[src/rtl/vga_pkg.sv]
// Shared definitions for the quadrant VGA driver: default 640x480 timing,
// quadrant indices and the write-handshake FSM encoding.
package vga_pkg;

  function automatic int unsigned span4(input int unsigned a, input int unsigned b,
                                        input int unsigned c, input int unsigned d);
    return a + b + c + d;
  endfunction

  localparam int unsigned H_ACTIVE_DEF = 640;
  localparam int unsigned H_FP_DEF     = 16;
  localparam int unsigned H_SYNC_DEF   = 96;
  localparam int unsigned H_BP_DEF     = 48;
  localparam int unsigned V_ACTIVE_DEF = 480;
  localparam int unsigned V_FP_DEF     = 10;
  localparam int unsigned V_SYNC_DEF   = 2;
  localparam int unsigned V_BP_DEF     = 33;
  localparam bit          SYNC_POL_DEF = 1'b0;

  localparam int unsigned H_TOTAL_DEF = span4(H_ACTIVE_DEF, H_FP_DEF, H_SYNC_DEF, H_BP_DEF);
  localparam int unsigned V_TOTAL_DEF = span4(V_ACTIVE_DEF, V_FP_DEF, V_SYNC_DEF, V_BP_DEF);

  // Quadrant index = {row_down, col_right}
  localparam logic [1:0] QUAD_LU = 2'd0;
  localparam logic [1:0] QUAD_RU = 2'd1;
  localparam logic [1:0] QUAD_LD = 2'd2;
  localparam logic [1:0] QUAD_RD = 2'd3;

  typedef enum logic [1:0] {
    IDLE   = 2'd0,
    ACK    = 2'd1,
    COMMIT = 2'd2
  } fsm_state_t;

endpackage

[src/rtl/vga_quad_driver_if.sv]
// Quadrant colour write channel: address/data/valid from the configuration
// side, ready back from the driver.
interface vga_quad_driver_if #(
  parameter int unsigned C_ADDR_WIDTH = 2,
  parameter int unsigned C_DATA_WIDTH = 8
) ();
  logic [C_ADDR_WIDTH-1:0] C_Addr;
  logic [C_DATA_WIDTH-1:0] C_Data;
  logic                    C_Valid;
  logic                    C_Rdy;

  modport master (output C_Addr, output C_Data, output C_Valid, input C_Rdy);
  modport slave  (input C_Addr, input C_Data, input C_Valid, output C_Rdy);
endinterface

[src/rtl/vga_timing_gen.sv]
// Free-running VGA pixel/line counters with combinational sync, active-area
// and end-of-frame flags derived from the current counter values.
module vga_timing_gen
  import vga_pkg::*;
#(
  parameter int unsigned H_ACTIVE = H_ACTIVE_DEF,
  parameter int unsigned H_FP     = H_FP_DEF,
  parameter int unsigned H_SYNC   = H_SYNC_DEF,
  parameter int unsigned H_BP     = H_BP_DEF,
  parameter int unsigned V_ACTIVE = V_ACTIVE_DEF,
  parameter int unsigned V_FP     = V_FP_DEF,
  parameter int unsigned V_SYNC   = V_SYNC_DEF,
  parameter int unsigned V_BP     = V_BP_DEF,
  parameter int unsigned HW       = $clog2(span4(H_ACTIVE, H_FP, H_SYNC, H_BP)),
  parameter int unsigned VW       = $clog2(span4(V_ACTIVE, V_FP, V_SYNC, V_BP))
) (
  input  logic          clk,
  input  logic          rst_n,
  output logic [HW-1:0] h_cnt,
  output logic [VW-1:0] v_cnt,
  output logic          in_active,
  output logic          hsync_on,
  output logic          vsync_on,
  output logic          eof,
  output logic          frame_origin
);
  localparam int unsigned H_TOTAL = span4(H_ACTIVE, H_FP, H_SYNC, H_BP);
  localparam int unsigned V_TOTAL = span4(V_ACTIVE, V_FP, V_SYNC, V_BP);

  localparam logic [HW-1:0] H_LAST = HW'(H_TOTAL - 1);
  localparam logic [HW-1:0] H_ACT  = HW'(H_ACTIVE);
  localparam logic [HW-1:0] H_SS   = HW'(H_ACTIVE + H_FP);
  localparam logic [HW-1:0] H_SE   = HW'(H_ACTIVE + H_FP + H_SYNC);
  localparam logic [VW-1:0] V_LAST = VW'(V_TOTAL - 1);
  localparam logic [VW-1:0] V_ACT  = VW'(V_ACTIVE);
  localparam logic [VW-1:0] V_ALST = VW'(V_ACTIVE - 1);
  localparam logic [VW-1:0] V_SS   = VW'(V_ACTIVE + V_FP);
  localparam logic [VW-1:0] V_SE   = VW'(V_ACTIVE + V_FP + V_SYNC);

  always_ff @(posedge clk) begin
    if (!rst_n) begin
      h_cnt <= '0;
      v_cnt <= '0;
    end else if (h_cnt == H_LAST) begin
      h_cnt <= '0;
      v_cnt <= (v_cnt == V_LAST) ? '0 : v_cnt + 1'b1;
    end else begin
      h_cnt <= h_cnt + 1'b1;
    end
  end

  assign in_active    = (h_cnt < H_ACT) && (v_cnt < V_ACT);
  assign hsync_on     = (h_cnt >= H_SS) && (h_cnt < H_SE);
  assign vsync_on     = (v_cnt >= V_SS) && (v_cnt < V_SE);
  // Last clock of the last visible line: the commit window opens right after it
  assign eof          = (h_cnt == H_LAST) && (v_cnt == V_ALST);
  assign frame_origin = (h_cnt == '0) && (v_cnt == '0);

endmodule

[src/rtl/vga_quad_driver.sv]
// Quadrant colour VGA driver: shadow/active colour banks committed once per frame,
// write handshake FSM and registered sync/pixel outputs (latency 1 from counters).
// Optional colour-bar test pattern when VGA_TEST_PATTERN_EN is defined (adds VGA_debug).
module vga_quad_driver
  import vga_pkg::*;
#(
  parameter int unsigned H_ACTIVE     = H_ACTIVE_DEF,
  parameter int unsigned H_FP         = H_FP_DEF,
  parameter int unsigned H_SYNC       = H_SYNC_DEF,
  parameter int unsigned H_BP         = H_BP_DEF,
  parameter int unsigned V_ACTIVE     = V_ACTIVE_DEF,
  parameter int unsigned V_FP         = V_FP_DEF,
  parameter int unsigned V_SYNC       = V_SYNC_DEF,
  parameter int unsigned V_BP         = V_BP_DEF,
  parameter bit          SYNC_POL     = SYNC_POL_DEF,
  parameter int unsigned C_ADDR_WIDTH = 2,
  parameter int unsigned C_DATA_WIDTH = 8
) (
  input  logic                    clk,
  input  logic                    rst_n,
  vga_quad_driver_if.slave        cfg,
  input  logic                    Vertical_Split,
  input  logic                    Horizontal_Split,
`ifdef VGA_TEST_PATTERN_EN
  input  logic                    VGA_debug,
`endif
  output logic                    HSync,
  output logic                    VSync,
  output logic [C_DATA_WIDTH-1:0] Pixel_Data,
  output logic                    Display_En,
  output logic                    Frame_Start
);
  localparam int unsigned H_TOTAL = span4(H_ACTIVE, H_FP, H_SYNC, H_BP);
  localparam int unsigned V_TOTAL = span4(V_ACTIVE, V_FP, V_SYNC, V_BP);
  localparam int unsigned HW      = $clog2(H_TOTAL);
  localparam int unsigned VW      = $clog2(V_TOTAL);
  localparam int          NQ      = 1 << C_ADDR_WIDTH;

  localparam logic [HW-1:0] H_HALF = HW'(H_ACTIVE / 2);
  localparam logic [VW-1:0] V_HALF = VW'(V_ACTIVE / 2);

  logic [HW-1:0] h_cnt;
  logic [VW-1:0] v_cnt;
  logic          in_active;
  logic          hsync_on;
  logic          vsync_on;
  logic          eof;
  logic          frame_origin;

  vga_timing_gen #(
    .H_ACTIVE (H_ACTIVE),
    .H_FP     (H_FP),
    .H_SYNC   (H_SYNC),
    .H_BP     (H_BP),
    .V_ACTIVE (V_ACTIVE),
    .V_FP     (V_FP),
    .V_SYNC   (V_SYNC),
    .V_BP     (V_BP),
    .HW       (HW),
    .VW       (VW)
  ) u_timing (
    .clk          (clk),
    .rst_n        (rst_n),
    .h_cnt        (h_cnt),
    .v_cnt        (v_cnt),
    .in_active    (in_active),
    .hsync_on     (hsync_on),
    .vsync_on     (vsync_on),
    .eof          (eof),
    .frame_origin (frame_origin)
  );

  logic [C_DATA_WIDTH-1:0] shadow_bank [NQ];
  logic [C_DATA_WIDTH-1:0] live_bank   [NQ];

  fsm_state_t state, state_nx;
  logic       rdy;
  logic       rdy_nx;
  logic       dirty;
  logic       eof_q;
  logic       accept;
  logic       do_commit;

  assign accept    = cfg.C_Valid && rdy;
  assign cfg.C_Rdy = rdy;

  // eof_q lets a write accepted on the end-of-frame cycle still reach the commit
  always_comb begin
    state_nx  = state;
    do_commit = 1'b0;
    unique case (state)
      IDLE: begin
        if (accept)            state_nx = ACK;
        else if (eof && dirty) state_nx = COMMIT;
      end
      ACK: begin
        if ((eof || eof_q) && dirty) state_nx = COMMIT;
        else                         state_nx = IDLE;
      end
      COMMIT: begin
        do_commit = 1'b1;
        state_nx  = IDLE;
      end
      default: state_nx = IDLE;
    endcase
    rdy_nx = (state_nx == IDLE);
  end

  always_ff @(posedge clk) begin
    if (!rst_n) begin
      state <= IDLE;
      rdy   <= 1'b0;
      dirty <= 1'b0;
      eof_q <= 1'b0;
      for (int i = 0; i < NQ; i++) begin
        shadow_bank[i] <= '0;
        live_bank[i]   <= '0;
      end
    end else begin
      state <= state_nx;
      rdy   <= rdy_nx;
      eof_q <= eof;
      if (accept) begin
        shadow_bank[cfg.C_Addr] <= cfg.C_Data;
        dirty                   <= 1'b1;
      end
      if (do_commit) begin
        live_bank <= shadow_bank;
        dirty     <= 1'b0;
      end
    end
  end

`ifdef VGA_TEST_PATTERN_EN
  localparam logic [HW+2:0] H_ACT_W = (HW+3)'(H_ACTIVE);

  logic [HW+2:0]           bar_idx;
  logic [C_DATA_WIDTH-1:0] bar_colour;

  always_comb begin
    bar_idx    = {h_cnt, 3'b000} / H_ACT_W;
    bar_colour = C_DATA_WIDTH'(32'(bar_idx) * 32'h24);
  end
`endif

  logic                    col_right;
  logic                    row_down;
  logic [1:0]              quad;
  logic [C_DATA_WIDTH-1:0] pix_p0;

  always_comb begin
    col_right = Vertical_Split && (h_cnt >= H_HALF);
    row_down  = Horizontal_Split && (v_cnt >= V_HALF);
    quad      = {row_down, col_right};
    pix_p0    = '0;
    if (in_active) begin
      unique case (quad)
        QUAD_LU: pix_p0 = live_bank[QUAD_LU];
        QUAD_RU: pix_p0 = live_bank[QUAD_RU];
        QUAD_LD: pix_p0 = live_bank[QUAD_LD];
        QUAD_RD: pix_p0 = live_bank[QUAD_RD];
        default: pix_p0 = '0;
      endcase
`ifdef VGA_TEST_PATTERN_EN
      if (VGA_debug) pix_p0 = bar_colour;
`endif
    end
  end

  // Output register stage: everything below reflects the previous cycle's counters
  always_ff @(posedge clk) begin
    if (!rst_n) begin
      HSync       <= ~SYNC_POL;
      VSync       <= ~SYNC_POL;
      Pixel_Data  <= '0;
      Display_En  <= 1'b0;
      Frame_Start <= 1'b0;
    end else begin
      HSync       <= hsync_on ? SYNC_POL : ~SYNC_POL;
      VSync       <= vsync_on ? SYNC_POL : ~SYNC_POL;
      Pixel_Data  <= pix_p0;
      Display_En  <= in_active;
      Frame_Start <= frame_origin && in_active;
    end
  end

endmodule
[src/flat_wrapper.sv]
// flat-port wrapper written by rule: the top's interface ports become plain ports
module vga_quad_driver_flat import vga_pkg::*;
#(
  parameter int unsigned H_ACTIVE     = H_ACTIVE_DEF,
  parameter int unsigned H_FP         = H_FP_DEF,
  parameter int unsigned H_SYNC       = H_SYNC_DEF,
  parameter int unsigned H_BP         = H_BP_DEF,
  parameter int unsigned V_ACTIVE     = V_ACTIVE_DEF,
  parameter int unsigned V_FP         = V_FP_DEF,
  parameter int unsigned V_SYNC       = V_SYNC_DEF,
  parameter int unsigned V_BP         = V_BP_DEF,
  parameter bit          SYNC_POL     = SYNC_POL_DEF,
  parameter int unsigned C_ADDR_WIDTH = 2,
  parameter int unsigned C_DATA_WIDTH = 8
)
  (clk, rst_n, Vertical_Split, Horizontal_Split, HSync, VSync, Pixel_Data, Display_En, Frame_Start, cfg_C_Addr, cfg_C_Data, cfg_C_Valid, cfg_C_Rdy);
  vga_quad_driver_if #(.C_ADDR_WIDTH(C_ADDR_WIDTH), .C_DATA_WIDTH(C_DATA_WIDTH)) cfg_i ();
  input  logic clk;
  input  logic rst_n;
  input  logic Vertical_Split;
  input  logic Horizontal_Split;
  output logic HSync;
  output logic VSync;
  output logic [C_DATA_WIDTH-1:0] Pixel_Data;
  output logic Display_En;
  output logic Frame_Start;
  input wire logic [$bits(cfg_i.C_Addr)-1:0] cfg_C_Addr;
  input wire logic [$bits(cfg_i.C_Data)-1:0] cfg_C_Data;
  input wire logic [$bits(cfg_i.C_Valid)-1:0] cfg_C_Valid;
  output wire logic [$bits(cfg_i.C_Rdy)-1:0] cfg_C_Rdy;
  assign cfg_i.C_Addr = cfg_C_Addr;
  assign cfg_i.C_Data = cfg_C_Data;
  assign cfg_i.C_Valid = cfg_C_Valid;
  assign cfg_C_Rdy = cfg_i.C_Rdy;
  vga_quad_driver #(.H_ACTIVE(H_ACTIVE), .H_FP(H_FP), .H_SYNC(H_SYNC), .H_BP(H_BP), .V_ACTIVE(V_ACTIVE), .V_FP(V_FP), .V_SYNC(V_SYNC), .V_BP(V_BP), .SYNC_POL(SYNC_POL), .C_ADDR_WIDTH(C_ADDR_WIDTH), .C_DATA_WIDTH(C_DATA_WIDTH)) u_core (.clk(clk), .rst_n(rst_n), .cfg(cfg_i), .Vertical_Split(Vertical_Split), .Horizontal_Split(Horizontal_Split), .HSync(HSync), .VSync(VSync), .Pixel_Data(Pixel_Data), .Display_En(Display_En), .Frame_Start(Frame_Start));
endmodule
[config.mk]
export PLATFORM = sky130hd
export DESIGN_NAME = vga_quad_driver_flat
export DESIGN_NICKNAME = d
export VERILOG_FILES = /design/src/rtl/vga_pkg.sv /design/src/rtl/vga_quad_driver_if.sv /design/src/rtl/vga_timing_gen.sv /design/src/rtl/vga_quad_driver.sv /design/src/flat_wrapper.sv
export SDC_FILE = /design/constraint.sdc
export NUM_CORES = 1
export LEC_CHECK = 0
export ABC_AREA = 1
export CAP_MARGIN = 40
export CORE_UTILIZATION = 55
export CTS_CLUSTER_SIZE = 14
export DETAILED_ROUTE_END_ITERATION = 10
export GPL_ROUTABILITY_DRIVEN = 0
export PLACE_DENSITY = 0.74
export SLEW_MARGIN = 20
export SYNTH_ARGS = -nofsm -noshare
export SYNTH_HDL_FRONTEND = slang
export SYNTH_SLANG_ARGS = --single-unit
[constraint.sdc]
create_clock -name clk -period 2.1 [get_ports clk]
set_clock_uncertainty 0.1 [all_clocks]
set_input_delay 0.315 -clock clk [delete_from_list [all_inputs] [get_ports clk]]
set_output_delay 0.315 -clock clk [all_outputs]
set_load 0.005 [all_outputs]
==> results of run 1 <==
## synthesized netlist by cell type (all sizes together)
cell type / count
nand3: 41
nand4: 8
o21ai: 83
clkinv: 10
nor3b: 1
clkbuf: 13
o31ai: 1
nor4: 2
inv: 46
nor2: 160
a211oi: 1
buf: 9
dfxtp: 101
o22ai: 1
xnor2: 1
o211ai: 2
a31o: 1
ha: 4
xor2: 4
a21oi: 11
nor3: 12
nand2: 63
## critical path: stages (launching register included)
cell                       delay (ps)
sky130_fd_sc_hd__dfxtp_1          390
sky130_fd_sc_hd__nor2_1           210
sky130_fd_sc_hd__nand2_1          120
sky130_fd_sc_hd__nand2_2          250
sky130_fd_sc_hd__clkinv_2         240
sky130_fd_sc_hd__nand3_1          110
sky130_fd_sc_hd__nand3_1          100
sky130_fd_sc_hd__nand2_1           90
sky130_fd_sc_hd__inv_1             40
## area by class of cell
cell class | count | share of cell area, %
multi-input cells | 396 | 39.7
inverters | 56 | 4.39
repair buffers | 35 | 7.28
flip-flops and latches | 101 | 42.0
clock inverters | 5 | 1.27
well taps | 99 | 2.57
clock buffers | 11 | 2.73
## stage by stage
| stage | hold slack (ps) | utilization [%] | power, uW |
|---|---|---|---|
| global route | 413 | 65.3 | 3460 |
| global placement | 343 | 62.5 | 2160 |
| CTS | 380 | 65.3 | 3350 |
| finish | 374 | 65.3 | 3320 |
| detailed placement | 360 | 62.7 | 2160 |
| floorplan | 330 | - | 2080 |
## registers in the layout, indices dropped and copies added, names as in the netlist, 2 cells and up
signal	count
u_core.state	2
u_core.shadow_bank	32
u_core.u_timing.v_cnt	10
u_core.live_bank	32
u_core.Pixel_Data	8
u_core.u_timing.h_cnt	10
## report_power, final
group	internal (uW)	switching [uW]	total (uW)
registers	1950	19.0	1960
logic	65.0	90.6	156
clock network	554	645	1200
total	2560	754	3320
## worst paths after layout
path / to
min reg2reg: u_core.u_timing.h_cnt[0]
min: u_core.u_timing.h_cnt[0]
max reg2reg: u_core.Pixel_Data[4]
max: u_core.Pixel_Data[4]
## logic make-up after synthesis
| kind of cell | Yosys count |
|---|---|
| AND/OR/NAND/NOR | 287 |
| flip-flops | 101 |
| AO/OA/AOI/OAI | 100 |
| buffers and inverters | 78 |
| XOR/XNOR | 5 |
| adder cells (fa/ha/maj) | 4 |
## metal layers
layer  up-vias  GRT usage (%)  routed length, um
met5         -              0                  0
met4         0           7.26                 91
met3        12           3.81                585
met2       126           33.7               4020
met1      1703           38.3               4740
li1       1905              -                  -
==> flow_summary.toml, run 1 <==
[status]
run_status = "completed"

[timing]
setup-violations-final = 0
min_period_over_period_pct = 83.8
worst_pin_slew_ps = 483
max_freq_mhz = 568
timing_max_transition_violations_final = 0
hold_viol = 0
final_period_minus_worst_setup_slack_ps = 1760
rsz0062_at_grt = "no"
setup_ws_post_layout_ps = 341
tns_ps = 0
slew-limit-headroom_pct = 67.8

[global_routing]
maximum_number_of_pins_on_one_net_before_global_route_repair = 66
grt_pass1_wl_um = 15700
grt_pass1_vias = 3231
globalRoute.totalOverflow = 0
grt_antenna_before_repair = 0
groute.usage.overall_pct = 24.3

[floorplanning]
die_area_sq_um = 8130
die_height_um = 90.2
floorplan.initialDensity_pct = 58.0
row_count = 31
core_region_area_sq_um = 7370
boundaryPins = 28
die_x_um = 90.2

[clock_network]
clock_tree.htree_level_count = 3
postCtsResizedCells = 0
cts_inserted_buffers = 9
post_cts.repair.setup_buffers = 0
clkSlewWorstSetupHoldPaths_ps = 90
cts_tree = "built"
cts-root-buf = "sky130_fd_sc_hd__clkbuf_8"
cts_sinks = 101
postCtsHoldBufs = 0
clk_lat_worst_skew_ps = 360
cts_buffer_depth = 2

[cells_and_area]
multi_input_area_sq_um = 1910
final-seq-area_sq_um = 2020
layout.cells.most_common = "sky130_fd_sc_hd__nor2_1"
leading_cell_types_in_the_layout_fill_and_taps_excluded = "sky130_fd_sc_hd__nor2_1, sky130_fd_sc_hd__dfxtp_1, sky130_fd_sc_hd__o21ai_0"
stdcell_count = 703
area_growth_syn_to_layout_pct = 12.5
fillers = 646
antenna_cells_inserted = 0
finish.net_count = 618
final_layout_size_suffix_gt1_share_pct = 8.94
post-route-cell-area_sq_um = 4810

[min_path]
min_from = "u_core.u_timing.h_cnt[0]"
timing.hold.worst_path_depth = 1
holdCritPathClass = "reg -> reg"

[yosys]
synthesis.nets = 594
synth-seq-cells = 101
adder_cell_area_share_of_the_yosys_netlist_pct = 1.17
syn-mean-instance-area_sq_um = 7.44
simple_gate_share_of_the_synthesized_area_pct = 30.5
synth.lib_cells_used.distinct = 35
synth.yosys.warnings = 0
synthDominantCellAreaShare_pct = 47.3
synth_xor_area_share_pct = 1.02
combinational_family_with_the_most_area_after_synthesis = "simple AND/OR/NAND/NOR gates"
synth.mux.area_fraction_pct = 0
synth.largest_area_cell = "sky130_fd_sc_hd__dfxtp_1"
syn-instance-count = 575
synth.yosys.seq_area_share_pct = 47.3
compound_cell_area_share_of_the_yosys_netlist_pct = 12.1
top_cells_by_area_synth = "sky130_fd_sc_hd__dfxtp_1, sky130_fd_sc_hd__nor2_1, sky130_fd_sc_hd__o21ai_0, sky130_fd_sc_hd__nand2_1, sky130_fd_sc_hd__nand3_1"
synth_area_sq_um = 4280

[worst_setup_path]
required_ps = 2260
critical_path_peak_fanout = 14
setup.worst_path.class = "reg -> reg"
arrival_ps = 1920
worst_setup_path_end_kind = "flip-flop"
r2r_slack_ps = 340
crit_start = "u_core.u_timing.v_cnt[9]"
r2r-start = "u_core.u_timing.v_cnt[9]"
timing.reg2reg.worst_path_depth = 8
cp-start-kind = "flip-flop"

[detailed_routing]
avgRoutedWirePerCell_um = 13.4
route.vias.total = 3746
detail-route-antenna-nets = 0
drc_violations_left = 0
detail_route.vias_per_cell = 5.33
finalWirelength_um = 9430
drt_pre_antenna_iters = 5
drt_first_iter_violations = 292

[power]
power.density_nw_per_um2 = 689
vdd.ir_drop.worst_mv = 0.397
p_leak_uw = 0.00208

[placement]
io_buffers = 27
place_area_sq_um = 4620
post-dp-hpwl_um = 6520
placed_cells = 687
pre_cts_slack_ps = 212

[run]
cap_viol_max_count = 0
Power figures use the tool's default switching activity.
==> run 2: changes to the inputs <==
==> constraint.sdc (replaced) <==
create_clock -name clk -period 1.8 [get_ports clk]
set_clock_uncertainty 0.1 [all_clocks]
set_input_delay 0.27 -clock clk [delete_from_list [all_inputs] [get_ports clk]]
set_output_delay 0.27 -clock clk [all_outputs]
set_load 0.005 [all_outputs]
==> run 2 against run 1 <==
  * Routed wire length increased by 1.9%
  * Via count up 0.37%
  * Critical path depth up 2
  * Setup slack worse by 230 ps
  * Critical endpoint unchanged
  * Fmax increased by 4.1%
  * Register-to-register slack worse by 230 ps
  * Sequential cell count unchanged
==> flow_summary.toml, run 2 (synthesized netlist as in run 1, its figures left out) <==
[power]
power_dissipated_by_switching_net_loads_uw = 885
p_leak_uw = 0.00214
vdd.ir_drop.worst_mv = 0.589
seq_power_share_pct = 58.4
clock_power_share_pct = 36.7
power.density_nw_per_um2 = 800
combinationalPowerShare_pct = 4.9
cellInternalPower_uw = 3040
switching_share_pct = 22.6

[timing]
setup_ws_post_layout_ps = 110
slew-limit-headroom_pct = 69.4
hold_viol = 0
setup-violations-final = 0
rsz0062_at_grt = "no"
final_period_minus_worst_setup_slack_ps = 1690
final.hold.worst_slack_ps = 338
worst_pin_slew_ps = 459
min_period_over_period_pct = 93.9
max_freq_mhz = 592
timing_max_transition_violations_final = 0

[detailed_routing]
detail-route-antenna-nets = 0
drt_pre_antenna_iters = 5
drc_violations_left = 0
drt_first_iter_violations = 273
route.vias.total = 3760
finalWirelength_um = 9610
detail_route.vias_per_cell = 5.29
avgRoutedWirePerCell_um = 13.5

[global_routing]
gr-usage-met1_pct = 38.1
grt_antenna_before_repair = 0
maximum_number_of_pins_on_one_net_before_global_route_repair = 71
groute.usage.overall_pct = 25.3
grt_pass1_vias = 3453
busiest_layer_in_global_routing = "met1"
gr-usage-met2_pct = 36.8
grt.met3_usage_pct = 3.55
grt_pass1_wl_um = 16500
globalRoute.totalOverflow = 0

[cells_and_area]
area_growth_syn_to_layout_pct = 14.7
fillers = 656
finish.net_count = 626
biggestRegsByFlops = "u_core.live_bank (32), u_core.shadow_bank (32)"
layout.cells.most_common = "sky130_fd_sc_hd__nor2_1"
final_layout_size_suffix_gt1_share_pct = 10.6
antenna_cells_inserted = 0
leading_cell_types_in_the_layout_fill_and_taps_excluded = "sky130_fd_sc_hd__nor2_1, sky130_fd_sc_hd__dfxtp_1, sky130_fd_sc_hd__o21ai_0"
multi_input_area_sq_um = 1920
final-seq-area_sq_um = 2020

[floorplanning]
boundaryPins = 28
floorplan.initialDensity_pct = 58.0
die_x_um = 90.2
die_height_um = 90.2
die_area_sq_um = 8130
row_count = 31
core_region_area_sq_um = 7370

[worst_setup_path]
critical_path_buf_inv_count = 3
cp-start-kind = "flip-flop"
crit_chain = "nand2_2 -> inv_2 -> nand2_1 -> nand2_1 -> nand2_2 -> buf_4 -> o21ai_0 -> nand3_1 -> nand2_1 -> inv_1"
crit_top_cell = "sky130_fd_sc_hd__nand2_1"
critical_path_peak_fanout = 7
critical-path-max-stage-delay_ps = 480
setup.worst_path.class = "reg -> reg"
required_ps = 1970
path_delay_family = "simple AND/OR/NAND/NOR gates"
critical_path.slowest_cell = "sky130_fd_sc_hd__dfxtp_1"
arrival_ps = 1860
worst_setup_path_end_kind = "flip-flop"

[placement]
io_buffers = 27
post-dp-hpwl_um = 6810
pre_cts_slack_ps = -17.9

[clock_network]
post_cts.repair.setup_buffers = 0
clock_tree.htree_level_count = 3
postCtsResizedCells = 0
clkSlewWorstSetupHoldPaths_ps = 90
postCtsHoldBufs = 0
cts_tree = "built"
cts_buffer_depth = 2
cts_inserted_buffers = 9
clk_lat_worst_skew_ps = 360
cts-root-buf = "sky130_fd_sc_hd__clkbuf_8"
cts_sinks = 101

[min_path]
holdCritPathClass = "reg -> reg"

[run]
cap_viol_max_count = 0

[status]
run_status = "completed"
## run 2: area by class of cell
| type | instances | share of cell area [%] |
|---|---|---|
| Tap cell | 99 | 2.52 |
| Multi-Input combinational cell | 396 | 39.0 |
| Inverter | 56 | 4.31 |
| Timing Repair Buffer | 43 | 8.80 |
| Sequential cell | 101 | 41.2 |
| Clock buffer | 11 | 2.88 |
| Clock inverter | 5 | 1.22 |
## run 2: layer usage
layer / wire length [um] / vias up
met5: 0 / -
met4: 134 / 0
met3: 596 / 11
met2: 4100 / 142
met1: 4780 / 1690
li1: - / 1917
## run 2: worst paths after layout
kind,startpoint,endpoint,slack (ps),cells after the start
hold reg to reg,u_core.u_timing.h_cnt[0],u_core.u_timing.h_cnt[0],340,1
setup reg to reg,u_core.u_timing.v_cnt[4],u_core.Pixel_Data[4],110,10
hold / removal,u_core.u_timing.h_cnt[0],u_core.u_timing.h_cnt[0],340,1
setup / recovery,u_core.u_timing.v_cnt[4],u_core.Pixel_Data[4],110,10
## run 2: per-stage QoR
| stage | power [uW] | area (sq um) | instances | setup TNS, ps | utilization [%] |
|---|---|---|---|---|---|
| 2_1_floorplan | 2430 | 4280 | 575 | 0 | - |
| 3_3_place_gp | 2530 | 4700 | 695 | 0 | 63.8 |
| 3_5_place_dp | 2530 | 4700 | 695 | -23.0 | 63.8 |
| 4_1_cts | 3940 | 4900 | 711 | 0 | 66.5 |
| 5_1_grt | 4080 | 4910 | 711 | 0 | 66.6 |
| 6_report | 3920 | 4910 | 711 | 0 | 66.6 |
## run 2: power by group through the flow
| stage | registers (uW) | clock network [uW] | logic (uW) |
|---|---|---|---|
| 2_1_floorplan | 2340 | 0 | 93.4 |
| 3_3_place_gp | 2340 | 0 | 184 |
| 3_5_place_dp | 2340 | 0 | 190 |
| 4_1_cts | 2290 | 1460 | 191 |
| 5_1_grt | 2300 | 1570 | 212 |
| 6_report | 2290 | 1440 | 191 |
==> run 3: changes to the inputs <==
--- a/config.mk
+++ b/config.mk
@@ -8,6 +8,7 @@
 export ABC_AREA = 1
 export CAP_MARGIN = 40
 export CORE_UTILIZATION = 55
+export CTS_BUF_LIST = sky130_fd_sc_hd__clkbuf_8
 export CTS_CLUSTER_SIZE = 14
 export DETAILED_ROUTE_END_ITERATION = 10
 export GPL_ROUTABILITY_DRIVEN = 0
@@ -16,3 +17,4 @@
 export SYNTH_ARGS = -nofsm -noshare
 export SYNTH_HDL_FRONTEND = slang
 export SYNTH_SLANG_ARGS = --single-unit
+export TNS_END_PERCENT = 5
==> run 3 against run 2 <==
  * Clock-buffer cell count shrank 1
  * Highest routed layer unchanged
  * Critical path depth is the same
  * Fmax grew 0.70%
  * Register-to-register slack is essentially flat
  * Sequential power is essentially flat
  * Total power shrank 0.11%
  * Final cell count is the same
  * Largest power group unchanged
  * Design area is the same
  * Sequential cell count is the same
  * Setup slack gained 12 ps
  * Largest cell class unchanged
  * First-iteration DRC count shrank 1.8%
  * Core utilization is the same
==> flow_summary.toml, run 3 (synthesized netlist as in run 1, its figures left out) <==
[cells_and_area]
biggestRegsByFlops = "u_core.live_bank (32), u_core.shadow_bank (32)"
final_layout_size_suffix_gt1_share_pct = 10.6
antenna_cells_inserted = 0
area_growth_syn_to_layout_pct = 14.7
finish.net_count = 626
leading_cell_types_in_the_layout_fill_and_taps_excluded = "sky130_fd_sc_hd__nor2_1, sky130_fd_sc_hd__dfxtp_1, sky130_fd_sc_hd__o21ai_0"
post-route-cell-area_sq_um = 4910
layout.cells.most_common = "sky130_fd_sc_hd__nor2_1"

[detailed_routing]
avgRoutedWirePerCell_um = 13.4
route.vias.total = 3751
detail-route-antenna-nets = 0
detail_route.vias_per_cell = 5.28
drt_pre_antenna_iters = 5
drc_violations_left = 0
finalWirelength_um = 9550
drt_first_iter_violations = 268

[clock_network]
cts_tree = "built"
cts_buffer_depth = 2
cts_sinks = 101
cts_inserted_buffers = 9
post_cts.repair.setup_buffers = 0
clk_lat_worst_skew_ps = 350
cts-root-buf = "sky130_fd_sc_hd__clkbuf_8"
clkSlewWorstSetupHoldPaths_ps = 90
clock_tree.htree_level_count = 3

[global_routing]
groute.usage.overall_pct = 25.3
grt_pass1_wl_um = 16500
gr-usage-met2_pct = 36.8
globalRoute.totalOverflow = 0
gr-usage-met1_pct = 38.1
grt_antenna_before_repair = 0
grt.met3_usage_pct = 3.55
grt_pass1_vias = 3453
maximum_number_of_pins_on_one_net_before_global_route_repair = 71
busiest_layer_in_global_routing = "met1"

[power]
p_leak_uw = 0.00215
power.density_nw_per_um2 = 799
vdd.ir_drop.worst_mv = 0.587

[timing]
min_period_over_period_pct = 93.2
setup_ws_post_layout_ps = 122
setup-violations-final = 0
rsz0062_at_grt = "no"
final.hold.worst_slack_ps = 338
tns_ps = 0
timing_max_transition_violations_final = 0
slew-limit-headroom_pct = 69.4
final_period_minus_worst_setup_slack_ps = 1680
hold_viol = 0
max_freq_mhz = 596
worst_pin_slew_ps = 459

[placement]
place_area_sq_um = 4700
post-dp-hpwl_um = 6810
io_buffers = 27
pre_cts_slack_ps = -17.9

[run]
cap_viol_max_count = 0

[status]
run_status = "completed"

[worst_setup_path]
arrival_ps = 1840
crit_chain = "nand2_2 -> inv_2 -> nand2_1 -> nand2_1 -> nand2_2 -> buf_4 -> o21ai_0 -> nand3_1 -> nand2_1 -> inv_1"
cp-start-kind = "flip-flop"
rr_endpoint = "u_core.Pixel_Data[4]"
critical_path.slowest_cell = "sky130_fd_sc_hd__dfxtp_1"
setup.worst_path.class = "reg -> reg"
critical_path_peak_fanout = 7
crit_top_cell = "sky130_fd_sc_hd__nand2_1"
r2r-start = "u_core.u_timing.v_cnt[4]"
r2r_slack_ps = 120
worst_setup_path_end_kind = "flip-flop"
critical-path-max-stage-delay_ps = 480
timing.reg2reg.worst_path_depth = 10
required_ps = 1960

[floorplanning]
core_region_area_sq_um = 7370
die_height_um = 90.2
floorplan.initialDensity_pct = 58.0
die_area_sq_um = 8130
boundaryPins = 28
row_count = 31
die_x_um = 90.2

[min_path]
holdCritPathClass = "reg -> reg"
min_from = "u_core.u_timing.h_cnt[0]"
hold-path-endpoint = "u_core.u_timing.h_cnt[0]"
timing.hold.worst_path_depth = 1
[run 3: changes by cell type in the layout (fill, tap and decap cells not counted)]
cell,previous run,this run
sky130_fd_sc_hd__clkbuf_1,1,0
sky130_fd_sc_hd__inv_1,36,37
[run 3: where the power goes]
part	internal, uW	leakage [uW]	switching, uW	total (uW)
logic	85.5	0.00123	105	191
clock network	679	0.000104	759	1440
registers	2270	0.000817	22.6	2290
[run 3: cell type report]
type                    instances  area (sq um)
fillers                       656          2460
flip-flops and latches        101          2020
multi-input cells             396          1920
repair buffers                 43           432
inverters                      56           211
clock buffers                  10           138
well taps                      99           124
clock inverters                 6          63.8
[run 3: what timing repair did]
item                       in CTS  in global routing
setup endpoints to repair       0                 12
gates resized for setup         0                  3
hold buffers                    0                  0
[run 3: layer usage]
layer  up-vias  part of all wire, %
li1       1918                    -
met1      1684                   50
met2       139                   43
met3        10                  6.4
met4         0                  1.3
met5         -                    0
[run 3: how the worst max path moves through the flow]
stage / start / slack [ps] / cells after the start / endpoint
after floorplan: u_core.u_timing.h_cnt[0] / 370 / 9 / u_core.u_timing.h_cnt[6]
after global placement: rst_n / 60 / 7 / u_core.Pixel_Data[0]
after detailed placement: rst_n / -20 / 5 / u_core.Frame_Start
after CTS: u_core.u_timing.h_cnt[0] / 100 / 8 / u_core.u_timing.v_cnt[1]
after global routing: u_core.u_timing.v_cnt[4] / 10 / 10 / u_core.Pixel_Data[4]
final: u_core.u_timing.v_cnt[4] / 120 / 10 / u_core.Pixel_Data[4]
[run 3: critical path, delay by kind of cell (launching register included)]
kind                   cells  cell delay, ps
and+or+nand+nor            6             620
DFF                        1             480
buffers and inverters      3             310
AOI/OAI and AO/OA          1              80
[run 3: through the flow]
stage / util [%] / instances / total power, uW
after floorplan: - / 575 / 2430
after global placement: 63.8 / 695 / 2530
after detailed placement: 63.8 / 695 / 2530
after CTS: 66.5 / 711 / 3930
after global routing: 66.6 / 711 / 4080
final: 66.6 / 711 / 3920
